File: config.mk
export PLATFORM = sky130hd
export DESIGN_NAME = ysyx_22040127_mem_arbiter
export DESIGN_NICKNAME = d
export VERILOG_FILES = /design/src/rtl/ysyx_22040127_mem_arbiter.sv
export SDC_FILE = /design/constraint.sdc
export NUM_CORES = 1
export LEC_CHECK = 0
export BUFFER_PORTS_ARGS = -buffer_cell sky130_fd_sc_hd__clkbuf_2
export CAP_MARGIN = 15
export CORE_AREA = 2 2 171 173
export DETAILED_ROUTE_END_ITERATION = 12
export DIE_AREA = 0 0 173 175
export HOLD_SLACK_MARGIN = 0.05
export PLACE_DENSITY = 0.77
export SYNTH_ARGS = -nofsm -noshare
export SYNTH_HDL_FRONTEND = slang
export SYNTH_SLANG_ARGS = --single-unit
File: constraint.sdc
create_clock -name clk -period 1.8 [get_ports clk]
set_input_delay 0.09 -clock clk [delete_from_list [all_inputs] [get_ports clk]]
set_output_delay 0.09 -clock clk [all_outputs]
set_load 0.03 [all_outputs]
File: src/rtl/ysyx_22040127_mem_arbiter.sv
// ---------------------------------------------------------------------------
// ysyx_22040127_mem_arbiter
//
// Purpose:
//   Shares a single memory port between the instruction fetch unit (IFU) and
//   the load/store unit (LSU). One transaction is in flight at a time. When
//   both units request together, the unit that did not win last time is
//   granted. The response is routed back to the unit that owns the
//   transaction. A watchdog aborts a transaction that stays too long in
//   ISSUE/WAIT and returns an error response instead.
//
// Ports:
//   clk, rst                     clock; asynchronous active-low reset
//   ifu_req_valid/ready, ifu_addr             IFU read request
//   ifu_resp_valid, ifu_rdata                 IFU response (one-cycle pulse)
//   lsu_req_valid/ready, lsu_addr, lsu_wen,
//   lsu_wdata, lsu_wmask                      LSU load/store request
//   lsu_resp_valid, lsu_rdata                 LSU response (one-cycle pulse)
//   resp_err                                  qualifies a response pulse as a timeout abort
//   mem_req_valid/ready, mem_addr, mem_wen,
//   mem_wdata, mem_wmask                      request to memory (fields latched)
//   mem_resp_valid, mem_rdata                 response from memory
// ---------------------------------------------------------------------------
module ysyx_22040127_mem_arbiter #(
   parameter int ADDR_W      = 32,
   parameter int DATA_W      = 64,
   parameter int TIMEOUT_CYC = 255
) (
   input  logic                clk,
   input  logic                rst,

   input  logic                ifu_req_valid,
   output logic                ifu_req_ready,
   input  logic [ADDR_W-1:0]   ifu_addr,
   output logic                ifu_resp_valid,
   output logic [DATA_W-1:0]   ifu_rdata,

   input  logic                lsu_req_valid,
   output logic                lsu_req_ready,
   input  logic [ADDR_W-1:0]   lsu_addr,
   input  logic                lsu_wen,
   input  logic [DATA_W-1:0]   lsu_wdata,
   input  logic [DATA_W/8-1:0] lsu_wmask,
   output logic                lsu_resp_valid,
   output logic [DATA_W-1:0]   lsu_rdata,

   output logic                resp_err,

   output logic                mem_req_valid,
   input  logic                mem_req_ready,
   output logic [ADDR_W-1:0]   mem_addr,
   output logic                mem_wen,
   output logic [DATA_W-1:0]   mem_wdata,
   output logic [DATA_W/8-1:0] mem_wmask,
   input  logic                mem_resp_valid,
   input  logic [DATA_W-1:0]   mem_rdata
);

   // The watchdog counter only ever has to reach TIMEOUT_CYC-1.
   localparam int CNT_W = (TIMEOUT_CYC > 1) ? $clog2(TIMEOUT_CYC) : 1;

   typedef enum logic [1:0] {
      S_IDLE  = 2'd0,
      S_ISSUE = 2'd1,
      S_WAIT  = 2'd2
   } state_t;

   typedef enum logic {
      OWN_IFU = 1'b0,
      OWN_LSU = 1'b1
   } owner_t;

   state_t           state;
   state_t           state_next;
   owner_t           owner;
   owner_t           last_grant;
   logic [CNT_W-1:0] counter;

   logic grant_ifu;
   logic grant_lsu;
   logic complete;
   logic abort;
   logic expired;

   // The watchdog fires on the last allowed cycle; a zero limit disables it.
   assign expired = (TIMEOUT_CYC > 0) && (counter == CNT_W'(TIMEOUT_CYC - 1));

   // Readies are forced low while reset is asserted so that every output
   // reads zero during reset even if a requester holds its valid high.
   assign ifu_req_ready = grant_ifu && rst;
   assign lsu_req_ready = grant_lsu && rst;
   assign mem_req_valid = (state == S_ISSUE);

   // Next-state logic and arbitration. In IDLE the LSU wins a tie unless it
   // was the previous winner, which gives strict alternation under constant
   // contention. In ISSUE an expiry takes precedence over memory accepting
   // the request; in WAIT a response takes precedence over an expiry.
   always_comb begin
      state_next = state;
      grant_ifu  = 1'b0;
      grant_lsu  = 1'b0;
      complete   = 1'b0;
      abort      = 1'b0;
      unique case (state)
         S_IDLE: begin
            if (lsu_req_valid && (!ifu_req_valid || last_grant == OWN_IFU)) begin
               grant_lsu = 1'b1;
            end else if (ifu_req_valid) begin
               grant_ifu = 1'b1;
            end
            if (grant_lsu || grant_ifu) begin
               state_next = S_ISSUE;
            end
         end
         S_ISSUE: begin
            if (expired) begin
               abort      = 1'b1;
               state_next = S_IDLE;
            end else if (mem_req_ready) begin
               state_next = S_WAIT;
            end
         end
         S_WAIT: begin
            if (mem_resp_valid) begin
               complete   = 1'b1;
               state_next = S_IDLE;
            end else if (expired) begin
               abort      = 1'b1;
               state_next = S_IDLE;
            end
         end
         default: begin
            state_next = S_IDLE;
         end
      endcase
   end

   // State register, request latching, watchdog counter and response
   // generation. Response pulses and resp_err default low every cycle; the
   // rdata registers are only written when their owner receives a response,
   // so they hold their value between pulses.
   always_ff @(posedge clk or negedge rst) begin
      if (!rst) begin
         state          <= S_IDLE;
         owner          <= OWN_IFU;
         last_grant     <= OWN_IFU;
         counter        <= '0;
         mem_addr       <= '0;
         mem_wen        <= 1'b0;
         mem_wdata      <= '0;
         mem_wmask      <= '0;
         ifu_resp_valid <= 1'b0;
         lsu_resp_valid <= 1'b0;
         ifu_rdata      <= '0;
         lsu_rdata      <= '0;
         resp_err       <= 1'b0;
      end else begin
         state          <= state_next;
         ifu_resp_valid <= 1'b0;
         lsu_resp_valid <= 1'b0;
         resp_err       <= 1'b0;

         if (grant_lsu) begin
            owner      <= OWN_LSU;
            last_grant <= OWN_LSU;
            counter    <= '0;
            mem_addr   <= lsu_addr;
            mem_wen    <= lsu_wen;
            mem_wdata  <= lsu_wdata;
            mem_wmask  <= lsu_wmask;
         end else if (grant_ifu) begin
            owner      <= OWN_IFU;
            last_grant <= OWN_IFU;
            counter    <= '0;
            mem_addr   <= ifu_addr;
            mem_wen    <= 1'b0;
            mem_wdata  <= '0;
            mem_wmask  <= '0;
         end else if (state != S_IDLE && TIMEOUT_CYC > 0) begin
            counter <= counter + CNT_W'(1);
         end

         // An abort returns zero data with the error flag set.
         if (complete || abort) begin
            resp_err <= abort;
            if (owner == OWN_LSU) begin
               lsu_resp_valid <= 1'b1;
               lsu_rdata      <= abort ? '0 : mem_rdata;
            end else begin
               ifu_resp_valid <= 1'b1;
               ifu_rdata      <= abort ? '0 : mem_rdata;
            end
         end
      end
   end

endmodule

==> run_results.csv <==
group,metric,value,unit
routing,dr_total_vias,10900,
floorplanning,die_y,175,um
sta,finalSetupViolCount,27,
routing,wl,41.2,mm
worst_setup_path,reg2reg_slack,-30,ps
power_and_ir_drop,p_leak,8.28,nW
logic_synthesis,synthCells,981,
routing,drc,0,
clock_tree,path_clk_slew,60,ps
routing,ant_nets,0,
clock_tree,worstSkewPairLatency,540,ps
clock_tree,cts_buffer_depth,3,
clock_tree,cts_max_level,1,
finish,final_cell_mix,"clkbuf_2 (441), nand2_1 (293), dfrtp_1 (246), dlygate4sd3_1 (205), a21oi_1 (147)",
logic_synthesis,yosysSeqAreaShare,0.617,
sta,finalHoldViolCount,0,
logic_synthesis,ys_ff_latch,247,
logic_synthesis,yosysUniqueCellTypes,37,
finish,final_core_util,0.571,
worst_setup_path,crit_arrival,2240,ps
floorplanning,pin_count,446,
routing,drt_first_pass_iters,5,
sta,fin_crit_sh,1.02,
finish,drive_gt1_frac,0.355,
finish,nets,1862,
place,gp_congestion,0.870,
global_route,antenna_found_initial,1,
logic_synthesis,synth_nets,1193,
sta,min_period,1830,ps
min_path,hold_class,"in -> reg",
finish,final_common_cell,"clkbuf_2",
sta,rsz0062_at_grt,"yes",
floorplanning,die-area,0.0303,mm^2
logic_synthesis,synth_ff_type,"dfrtp_1",
worst_setup_path,worstSetupPathType,"reg -> reg",
logic_synthesis,ys_warn_count,0,
logic_synthesis,syn_area_per_cell,10.2,um^2
outcome,violations,"negative setup slack",
global_route,grt_max_degree,116,
finish,areaGrowthSynthToFinish,62.0,%
place,io_buffers,445,
logic_synthesis,synth_edf_count,0,
sta,slew_headroom,0.563,
outcome,status,"finished, violations left",
global_route,grt_pass1_vias,11100,
routing,wire_per_inst,20.1,um
floorplanning,coreArea,0.0284,mm^2
finish,layout.cells.non_filler,2054,
floorplanning,start_util,0.353,
worst_setup_path,start_kind,"register",
clock_tree,tritoncts,"yes",
global_route,grt_pass1_wl,61.5,mm
place,dp_slack,-47.1,ps
sta,setup_slack,-29.7,ps
place,hpwl,23.4,mm
sta,worst_pin_slew,655,ps
logic_synthesis,syn-cell-area,0.0100,mm^2
power_and_ir_drop,vdd_drop_max,1.17,mV
power_and_ir_drop,powerDensity,1820,mW/mm^2
clock_tree,cts-root-buf,"clkbuf_16",
worst_setup_path,crit_fanout,11,
finish,fillers,2230,
global_route,grt_usage,0.254,
clock_tree,cts_buffers,26,
global_route,overflow,0,
floorplanning,std_cell_rows,62,
clock_tree,clock-sinks,247,
sta,fin_skew,17.7,ps
sta,maxSlewViolCount,0,
sta,fmaxAchievable,0.547,GHz
floorplanning,die_width,173,um
worst_setup_path,crit_required,2210,ps
routing,first_iter_violations,879,
logic_synthesis,ys_async_sr_fraction,1.00,
worst_setup_path,endpoint_kind,"register",
job,maxCapViolCount,0,
place,dpl.cell_count,1775,
routing,vias_per_cell,5.30,
path summary, 6_finish.rpt:
check / start / to / cells past startpoint
max: state[0]$_DFFE_PN0P_ / lsu_rdata[15]$_DFFE_PN0P_ / 8
min: ifu_req_valid / last_grant$_DFFE_PN0P_ / 3
max reg2reg: state[0]$_DFFE_PN0P_ / lsu_rdata[15]$_DFFE_PN0P_ / 8
min reg2reg: mem_addr[4]$_DFFE_PN0P_ / mem_addr[4]$_DFFE_PN0P_ / 2
max in group asynchronous: rst / lsu_rdata[55]$_DFFE_PN0P_ / 4
min in group asynchronous: rst / mem_wmask[5]$_DFFE_PN0P_ / 3
what timing repair did:
| item | in CTS | in global routing |
|---|---|---|
| gates resized for setup | 16 | 26 |
| cloned | 2 | 7 |
| hold buffers | 206 | 0 |
| endpoints found under the setup margin | 84 | 140 |
| pin swaps | 2 | 5 |
| hold endpoints to repair | 484 | 0 |
| buffers inserted | 8 | 8 |
sequential cells by signal, summed over array words and instances (netlist names):
name / count
state: 2
counter: 8
mem_addr: 32
lsu_rdata: 64
mem_wen: 1
lsu_resp_valid: 1
mem_wdata: 64
resp_err: 1
ifu_rdata: 64
mem_wmask: 8
ifu_resp_valid: 1
last_grant: 1
synth_stat cells, drive strengths merged, types with 2 or more instances:
library cell	number	area share
nand2	295	0.11
dfrtp	247	0.62
a21oi	165	0.086
a22o	77	0.068
buf	44	0.029
o21ai	44	0.022
and3	35	0.022
clkbuf	29	0.011
nor2	10	0.0075
inv	6	0.0022
nand3	6	0.0035
ha	5	0.0062
a31oi	2	0.0012
and2	2	0.0012
and4	2	0.0021
o31ai	2	0.0015
cell type report:
cell class | instances | area (um^2) | area share
Antenna cell | 1 | 2.50 | 0.000154
Clock buffer | 40 | 753 | 0.0464
Clock inverter | 7 | 52.6 | 0.00324
Inverter | 6 | 22.5 | 0.00139
Multi-Input combinational cell | 655 | 3540 | 0.218
Sequential cell | 247 | 6180 | 0.381
Tap cell | 384 | 480 | 0.0296
Timing Repair Buffer | 714 | 5190 | 0.320
logic make-up (layout without fill, tap and decap cells):
logic type	after synthesis	after routing	synth area share
AND/OR/NAND/NOR	356	356	0.151
flip-flops	247	247	0.617
other	0	1	0
adder cells (fa/ha/maj)	5	5	0.00625
AO/OA/AOI/OAI	294	294	0.184
buffers and inverters	79	767	0.0419
stage by stage:
| stage | hold WS [ps] | setup TNS, ps | area [um^2] | total power [W] |
|---|---|---|---|---|
| after CTS | 91.6 | -123 | 15900 | 0.0289 |
| final | 149 | -397 | 16200 | 0.0296 |
| after detailed placement | -20.9 | -1750 | 12800 | 0.0228 |
| after global placement | -25.0 | 0 | 12800 | 0.0224 |
| after global routing | 164 | -5980 | 16200 | 0.0309 |
| after floorplan | -206 | 0 | 10000 | 0.0181 |
report_power, final:
| group | switching (W) | internal, W |
|---|---|---|
| registers | 0.00169 | 0.00808 |
| clock network | 0.00226 | 0.00288 |
| logic | 0.00984 | 0.00483 |
worst max-delay path: stages (launching register included):
cell and delay (ps):
dfrtp_1 390, inv_2 100, ha_1 190, nor2b_4 190, o2111ai_4 150, buf_12 170, nor2_8 230, clkbuf_16 230
a21oi_1 50
metal layers:
layer | wire [um] | GRT usage
met4 | 2170 | 0.128
met3 | 3650 | 0.0594
met2 | 20600 | 0.445
met5 | 0 | 0
met1 | 14900 | 0.292
(Power assumes the default switching activity.)
